[src/rtl/alu_cmd_sequencer.sv]
// Command sequencer in front of a pipelined ALU: queues {a, b, sel} commands,
// issues them one at a time, waits out the ALU latency and returns results in order.
module alu_cmd_sequencer #(
  parameter int DATA_W     = 4,
  parameter int SEL_W      = 4,
  parameter int OUT_W      = 8,
  parameter int FIFO_DEPTH = 4,
  parameter int ALU_LAT    = 1
) (
  input  logic              clk,
  input  logic              rst_n,
  input  logic              cmd_valid,
  output logic              cmd_ready,
  input  logic [DATA_W-1:0] cmd_a,
  input  logic [DATA_W-1:0] cmd_b,
  input  logic [SEL_W-1:0]  cmd_sel,
  output logic [DATA_W-1:0] alu_a,
  output logic [DATA_W-1:0] alu_b,
  output logic [SEL_W-1:0]  alu_sel,
  input  logic [OUT_W-1:0]  alu_out,
  input  logic              alu_carry,
  output logic              res_valid,
  input  logic              res_ready,
  output logic [OUT_W-1:0]  res_data,
  output logic              res_carry,
  output logic [SEL_W-1:0]  res_sel,
  output logic              busy
);

  localparam int PTR_W = (FIFO_DEPTH > 1) ? $clog2(FIFO_DEPTH) : 1;
  localparam int CNT_W = PTR_W + 1;
  localparam int LAT_W = (ALU_LAT > 0) ? $clog2(ALU_LAT + 1) : 1;
  localparam int CMD_W = 2 * DATA_W + SEL_W;

  typedef enum logic [1:0] {
    IDLE = 2'd0,
    WAIT = 2'd1,
    HOLD = 2'd2
  } state_t;

  state_t state, next_state;

  logic [CMD_W-1:0] mem [FIFO_DEPTH];
  logic [PTR_W-1:0] wr_ptr, rd_ptr;
  logic [CNT_W-1:0] count;
  logic [LAT_W-1:0] lat_cnt;

  logic full, empty, push, pop;
  logic capture, lat_dec, res_done;

  assign full      = (count == CNT_W'(FIFO_DEPTH));
  assign empty     = (count == '0);
  // Ready comes from registered occupancy only, so a pop never frees a slot
  // in the same cycle and res_ready has no path to cmd_ready.
  assign cmd_ready = !full;
  assign push      = cmd_valid && !full;

  // NOTE: the storage array has no reset; every entry is written before it can
  // be read, and leaving it out of reset keeps it mappable to plain RAM.
  always_ff @(posedge clk) begin
    if (push) begin
      mem[wr_ptr] <= {cmd_a, cmd_b, cmd_sel};
    end
  end

  // NOTE: sequential state is updated with non-blocking assignments so every
  // register samples the pre-edge values of its neighbours.
  always_ff @(posedge clk or negedge rst_n) begin
    if (!rst_n) begin
      wr_ptr <= '0;
      rd_ptr <= '0;
      count  <= '0;
    end else begin
      if (push) wr_ptr <= wr_ptr + 1'b1;
      if (pop)  rd_ptr <= rd_ptr + 1'b1;
      case ({push, pop})
        2'b10:   count <= count + 1'b1;
        2'b01:   count <= count - 1'b1;
        default: count <= count;
      endcase
    end
  end

  always_ff @(posedge clk or negedge rst_n) begin
    if (!rst_n) state <= IDLE;
    else        state <= next_state;
  end

  // NOTE: every signal driven here gets a default first, so no path through
  // the case statement can leave one unassigned and infer a latch.
  always_comb begin
    next_state = state;
    pop        = 1'b0;
    capture    = 1'b0;
    lat_dec    = 1'b0;
    res_done   = 1'b0;
    case (state)
      IDLE: begin
        if (!empty) begin
          pop        = 1'b1;
          next_state = WAIT;
        end
      end
      WAIT: begin
        if (lat_cnt == '0) begin
          capture    = 1'b1;
          next_state = HOLD;
        end else begin
          lat_dec = 1'b1;
        end
      end
      HOLD: begin
        if (res_ready) begin
          res_done   = 1'b1;
          next_state = IDLE;
        end
      end
      default: next_state = IDLE;
    endcase
  end

  // ALU operands stay on the last issued command until the next pop.
  always_ff @(posedge clk or negedge rst_n) begin
    if (!rst_n) begin
      alu_a   <= '0;
      alu_b   <= '0;
      alu_sel <= '0;
      lat_cnt <= '0;
    end else if (pop) begin
      {alu_a, alu_b, alu_sel} <= mem[rd_ptr];
      lat_cnt                 <= LAT_W'(ALU_LAT);
    end else if (lat_dec) begin
      lat_cnt <= lat_cnt - 1'b1;
    end
  end

  // Result fields keep their last value after the consumer takes them.
  always_ff @(posedge clk or negedge rst_n) begin
    if (!rst_n) begin
      res_valid <= 1'b0;
      res_data  <= '0;
      res_carry <= 1'b0;
      res_sel   <= '0;
    end else if (capture) begin
      res_valid <= 1'b1;
      res_data  <= alu_out;
      res_carry <= alu_carry;
      res_sel   <= alu_sel;
    end else if (res_done) begin
      res_valid <= 1'b0;
    end
  end

  assign busy = !((state == IDLE) && empty);

`ifndef SYNTHESIS
  a_count_bound : assert property (@(posedge clk) disable iff (!rst_n)
    count <= CNT_W'(FIFO_DEPTH));

  a_pop_nonempty : assert property (@(posedge clk) disable iff (!rst_n)
    pop |-> !empty);

  a_res_stable : assert property (@(posedge clk) disable iff (!rst_n)
    (res_valid && !res_ready) |=> (res_valid && $stable(res_data)
                                   && $stable(res_carry) && $stable(res_sel)));
`endif

endmodule

[config.mk]
export PLATFORM = sky130hd
export DESIGN_NAME = alu_cmd_sequencer
export DESIGN_NICKNAME = d
export VERILOG_FILES = /design/src/rtl/alu_cmd_sequencer.sv
export SDC_FILE = /design/constraint.sdc
export NUM_CORES = 1
export LEC_CHECK = 0
export ABC_CLOCK_PERIOD_IN_PS = 5250
export BUFFER_PORTS_ARGS = -buffer_cell sky130_fd_sc_hd__buf_4
export CAP_MARGIN = 25
export CORE_UTILIZATION = 55
export DETAILED_ROUTE_END_ITERATION = 8
export PLACE_DENSITY = 0.78
export REMOVE_ABC_BUFFERS = 1
export SYNTH_ARGS = -nofsm -noshare
export SYNTH_HDL_FRONTEND = slang
export SYNTH_SLANG_ARGS = --single-unit
export TNS_END_PERCENT = 100
[constraint.sdc]
create_clock -name clk -period 5.25 [get_ports clk]
set_clock_uncertainty 0.15 [all_clocks]
set_input_delay 0.525 -clock clk [delete_from_list [all_inputs] [get_ports clk]]
set_output_delay 0.525 -clock clk [all_outputs]
set_load 0.005 [all_outputs]
* After elaboration in Yosys (flattened, before gate mapping) *
Memory sizes are Yosys's and may differ from the RTL's. A register that Yosys moved wholly into a read port is not among the register bits.
Index checks and enable logic that the tools add are counted.
Widths: inputs -> output; s select.

cells by class
  add/sub/neg operators = 5
  equality and inequality tests = 8
  multiplexer cells = 19
  reductions and logical operators = 11

operators with widths
  operator             count
  $mux 1               14
  $mux 2               3
  $ne 2x2->1 const B   3
  $pmux 2 s3           1
  $pmux 3 s2           1
  $reduce_bool 2->1    3
  $add 2x1->2 const B  2
  $eq 2x1->1 const B   2
  $eq 2x2->1 const B   2
  $add 3x1->3 const B  1
  $eq 3x3->1 const B   1
  $logic_not 1->1      3
  $logic_not 3->1      1
  $reduce_and 3->1     1
  $sub 3x1->3 const B  1
  $logic_and 1x1->1    2
  $logic_not 2->1      1
  $sub 1x1->1 const B  1

word-level totals
  register bits after elaboration = 24
  RAM bits = 48
  bits of input ports = 25
  logic and storage cells = 53
  memories = 1

memory list
  name  depth  width  rd ports  clocked after memory_dff  wr ports  RTL line  text
  mem   4      12     1         1                         1         43        logic [CMD_W-1:0] mem [FIFO_DEPTH];

* Logic depth before layout (Yosys ltp) *
  word-level depth = 5
  depth in mapped cells = 9
  gate-level depth less buffers = 8

* Worst setup path before layout *
OpenSTA, ideal clock, no wires.

  path type = flip-flop to flip-flop
  start = register count[0]
  end = register count[2]
  setup time = 125 ps
  arrival time = 2,096 ps
  setup slack = 2,879 ps
  stages on the path, launching flop included = 10
  buffers on the path = 1
  cell sequence = dfrtp_1 or3_1 nand2_2 buf_6 inv_1 ha_1 fa_1 xnor2_1 nor2_1 xor2_1

on the way
  longest elaborated chain between the ends = 5

ends and longest elaborated chain
  what                                             RTL line  text
  start: declaration                               45        logic [CNT_W-1:0] count;
  start signal: assignment                         77        2'b10: count <= count + 1'b1;
  start signal: assignment                         78        2'b01: count <= count - 1'b1;
  start signal: assignment                         79        default: count <= count;
  $logic_not 3->1 *                                52        assign empty = (count == '0);
  $mux 1 *                                         99        if (!empty) begin
  $mux 1 *                                         97        case (state)
  named net pop                                    48        logic full, empty, push, pop;
  $eq 2x1->1 or $eq 2x2->1 (tied branches)         76        case ({push, pop})
  $pmux 3 s2 or $reduce_bool 2->1 (tied branches)  n/a

Mark *: on every way through the listed nets, which the timed path passes. The rest lies on a longest branch.
A chain may end at the register's enable or synchronous reset.

* Final worst setup path *
Ends and elaborated chain as after synthesis.

==> results.yml <==
status:
  outcome: "finished clean"
drt:
  drtIter0Drc: 43
  avgViaCountPerCell: 5.37
  vias: 1643
  routed.top_layer: "met4"
  ant_nets: 0
  firstDrtPassIters: 4
  drc: 0
  met1Wirelength_um: 2210
  wirelength_um: 5250
  met2_length_um: 2730
  routedWlPerCell_um: 17.2
  dr_wl_met3_um: 259
critical_path:
  r2r_setup_slack_ns: 2.63
  worstPathArrival_ns: 2.70
  crit_path_end_kind: "register"
  worst_r2r_path_depth: 8
  critPathMaxStageDelay_ns: 0.44
  critPathTopFamily: "simple AND/OR/NAND/NOR gates"
  critPathRequiredTime_ns: 5.33
  crit_fanout: 16
  crit_type: "register to register"
  rr_endpoint: "count[2]"
  crit_buf_inv: 1
  r2r_start: "count[0]"
  slowest_stage: "dfrtp_1"
  startpoint_type: "register"
  crit_chain: "or3_1 > nand2_2 > inv_1 > ha_1 > fa_1 > xnor2_1 > nor2_1 > xor2_1"
global_routing:
  grt_max_degree: 37
  grt_pass1_vias: 1651
  antenna_found_initial: 0
  grt_pass1_wl_um: 8290
  grt_usage_pct: 18.8
  grt_overflow: 0
hold_path:
  min_from: "res_ready"
  hold-path-endpoint: "state[1]"
  holdPathStages: 2
  hold_path.class: "primary input to register"
logic_synthesis:
  netlist.area_leader.share_pct: 43.8
  yosysMostFrequentCell: "edfxtp_1"
  syn_inst: 169
  ys.flop_type: "edfxtp_1"
  synth_commonest_cells: "edfxtp_1 (48), dfrtp_1 (36), mux2_2 (20)"
  syn_area_um2: 3290
  avgSynthCellArea_um2: 19.5
  async_reset_ff_share_pct: 42.9
  synth_warnings: 0
  synth_edf_count: 48
  ys_seq_elements: 84
  synth_top_area_cell: "edfxtp_1"
  synth_area_leaders: "edfxtp_1 (44%), dfrtp_1 (27%), mux2_2 (6.8%)"
  yosysSeqAreaShare_pct: 71.1
  ys_types: 28
finish:
  design_area_um2: 3900
  areaGrowthSynthToFinish_pct: 18.3
  utilization_pct: 69.1
  drive_gt1_share_pct: 44.4
  layoutNonFillerInstCount: 306
  n_antenna_cell: 0
  nNetsFinal: 260
clock_tree:
  cts_tree: "built"
  cts_hold_buffers: 1
  cts_root_buf: "clkbuf_8"
  clock_sinks: 84
  h-tree-depth: 3
  cts_resized: 0
  cts_made_buffers: 9
  clock_latency_ns: 0.35
  clockBufferDepth: 2
  cts_setup_buffers: 0
  cts.clk_slew.worst_paths_ns: 0.08
placement:
  port_buffers: 52
  postPlaceCellArea_um2: 3720
  placedCellCount: 288
  place_hpwl_um: 3500
  gp_congestion: 0.730
sta:
  tightest_slew_ns: 0.804
  tns_ns: 0
  min_period_ns: 2.62
  finalSetupViolCount: 0
  hold_viol: 0
  slew_headroom_pct: 46.4
  finalCritPeriodShare_pct: 49.9
  maxClockFrequency_mhz: 382
  maxSlewViolCount: 0
  rsz0062_at_grt: "false"
die:
  fp.dieW_um: 79.4
  fp.dieH_um: 79.4
  die_area_um2: 6300
  num_io_pins: 53
  fp-row-count: 27
  start_util_pct: 58.4
  core_area_um2: 5640
pwr:
  power_density_nw_per_um2: 583
  leakagePower_nw: 1.59
  peakVddDrop_mv: 0.279
job:
  maxCapViolations: 0
[area by class of cell]
class | count | area, µm²
multi-input combinational | 75 | 878
clock inverter | 6 | 31.3
sequential | 84 | 2340
fill | 351 | 1750
timing repair buffer | 54 | 408
inverter | 5 | 18.8
clock buffer | 10 | 128
tap | 72 | 90.1
[cells by family after synthesis]
kind of cell	Yosys count	share of synthesized area [%]
mux	39	18.6
compound gates	3	0.494
flops	84	71.1
xor+xnor	6	1.60
fa+ha+maj	6	2.51
simple gates	21	3.50
buf+inv	10	2.20
[cell usage in the layout, fill, tap and decap left out]
cell type,instances
a21oi_1,1
and2_4,1
and3_1,4
buf_4,53
clkbuf_1,1
clkbuf_8,9
clkinv_1,1
clkinv_2,4
clkinvlp_4,1
dfrtp_1,36
dlygate4sd3_1,1
edfxtp_1,48
fa_1,1
ha_1,5
inv_1,5
mux2_1,1
mux2_2,20
mux2_4,6
mux4_1,4
mux4_2,8
nand2_1,3
nand2_2,1
nand2b_1,3
nand3_1,1
nor2_1,6
o21ai_0,1
o22ai_1,1
or3_1,1
or3b_4,1
xnor2_1,5
xor2_1,1
[worst max path at each step]
stage | slack, ns | from | to | depth (start not counted)
2_1_floorplan | 2.87 | count[0] | count[2] | 8
3_3_place_gp | 2.75 | count[0] | count[2] | 8
3_5_place_dp | 2.65 | count[0] | count[2] | 8
4_1_cts | 2.63 | count[0] | count[2] | 8
5_1_grt | 2.51 | count[0] | count[2] | 8
6_report | 2.63 | count[0] | count[2] | 8
[metrics by stage]
stage	hold WS (ns)	setup slack, ns	total power [mW]
2_1_floorplan	0.0794	2.87	1.58
3_3_place_gp	0.313	2.75	1.85
3_5_place_dp	0.322	2.65	1.91
4_1_cts	0.207	2.63	2.29
5_1_grt	0.208	2.51	2.41
6_report	0.218	2.63	2.27
[layer usage]
metal | vias up | GRT usage, %
li1 | 758 | -
met1 | 824 | 21.8
met2 | 53 | 32.6
met3 | 8 | 5.26
met4 | 0 | 8.18
met5 | - | 0
[where the power goes]
group	total, mW	internal (mW)	switching [mW]
Combinational	0.794	0.494	0.301
Clock	0.383	0.167	0.216
Sequential	1.10	0.932	0.163
Total	2.27	1.59	0.680
[state kept, by name, summed over array words and instances (netlist names)]
| name | flops |
|---|---|
| res_data | 8 |
| alu_b | 4 |
| state | 2 |
| wr_ptr | 2 |
| alu_a | 4 |
| lat_cnt | 1 |
| res_sel | 4 |
| mem | 48 |
| count | 3 |
| rd_ptr | 2 |
| res_valid | 1 |
| alu_sel | 4 |
| res_carry | 1 |
[worst register-to-register path, stage by stage (launching register included)]
cell	delay [ns]
dfrtp_1	0.44
or3_1	0.44
nand2_2	0.37
inv_1	0.10
ha_1	0.23
fa_1	0.39
xnor2_1	0.18
nor2_1	0.07
xor2_1	0.14
No activity file was read; power rests on OpenSTA's default activity.
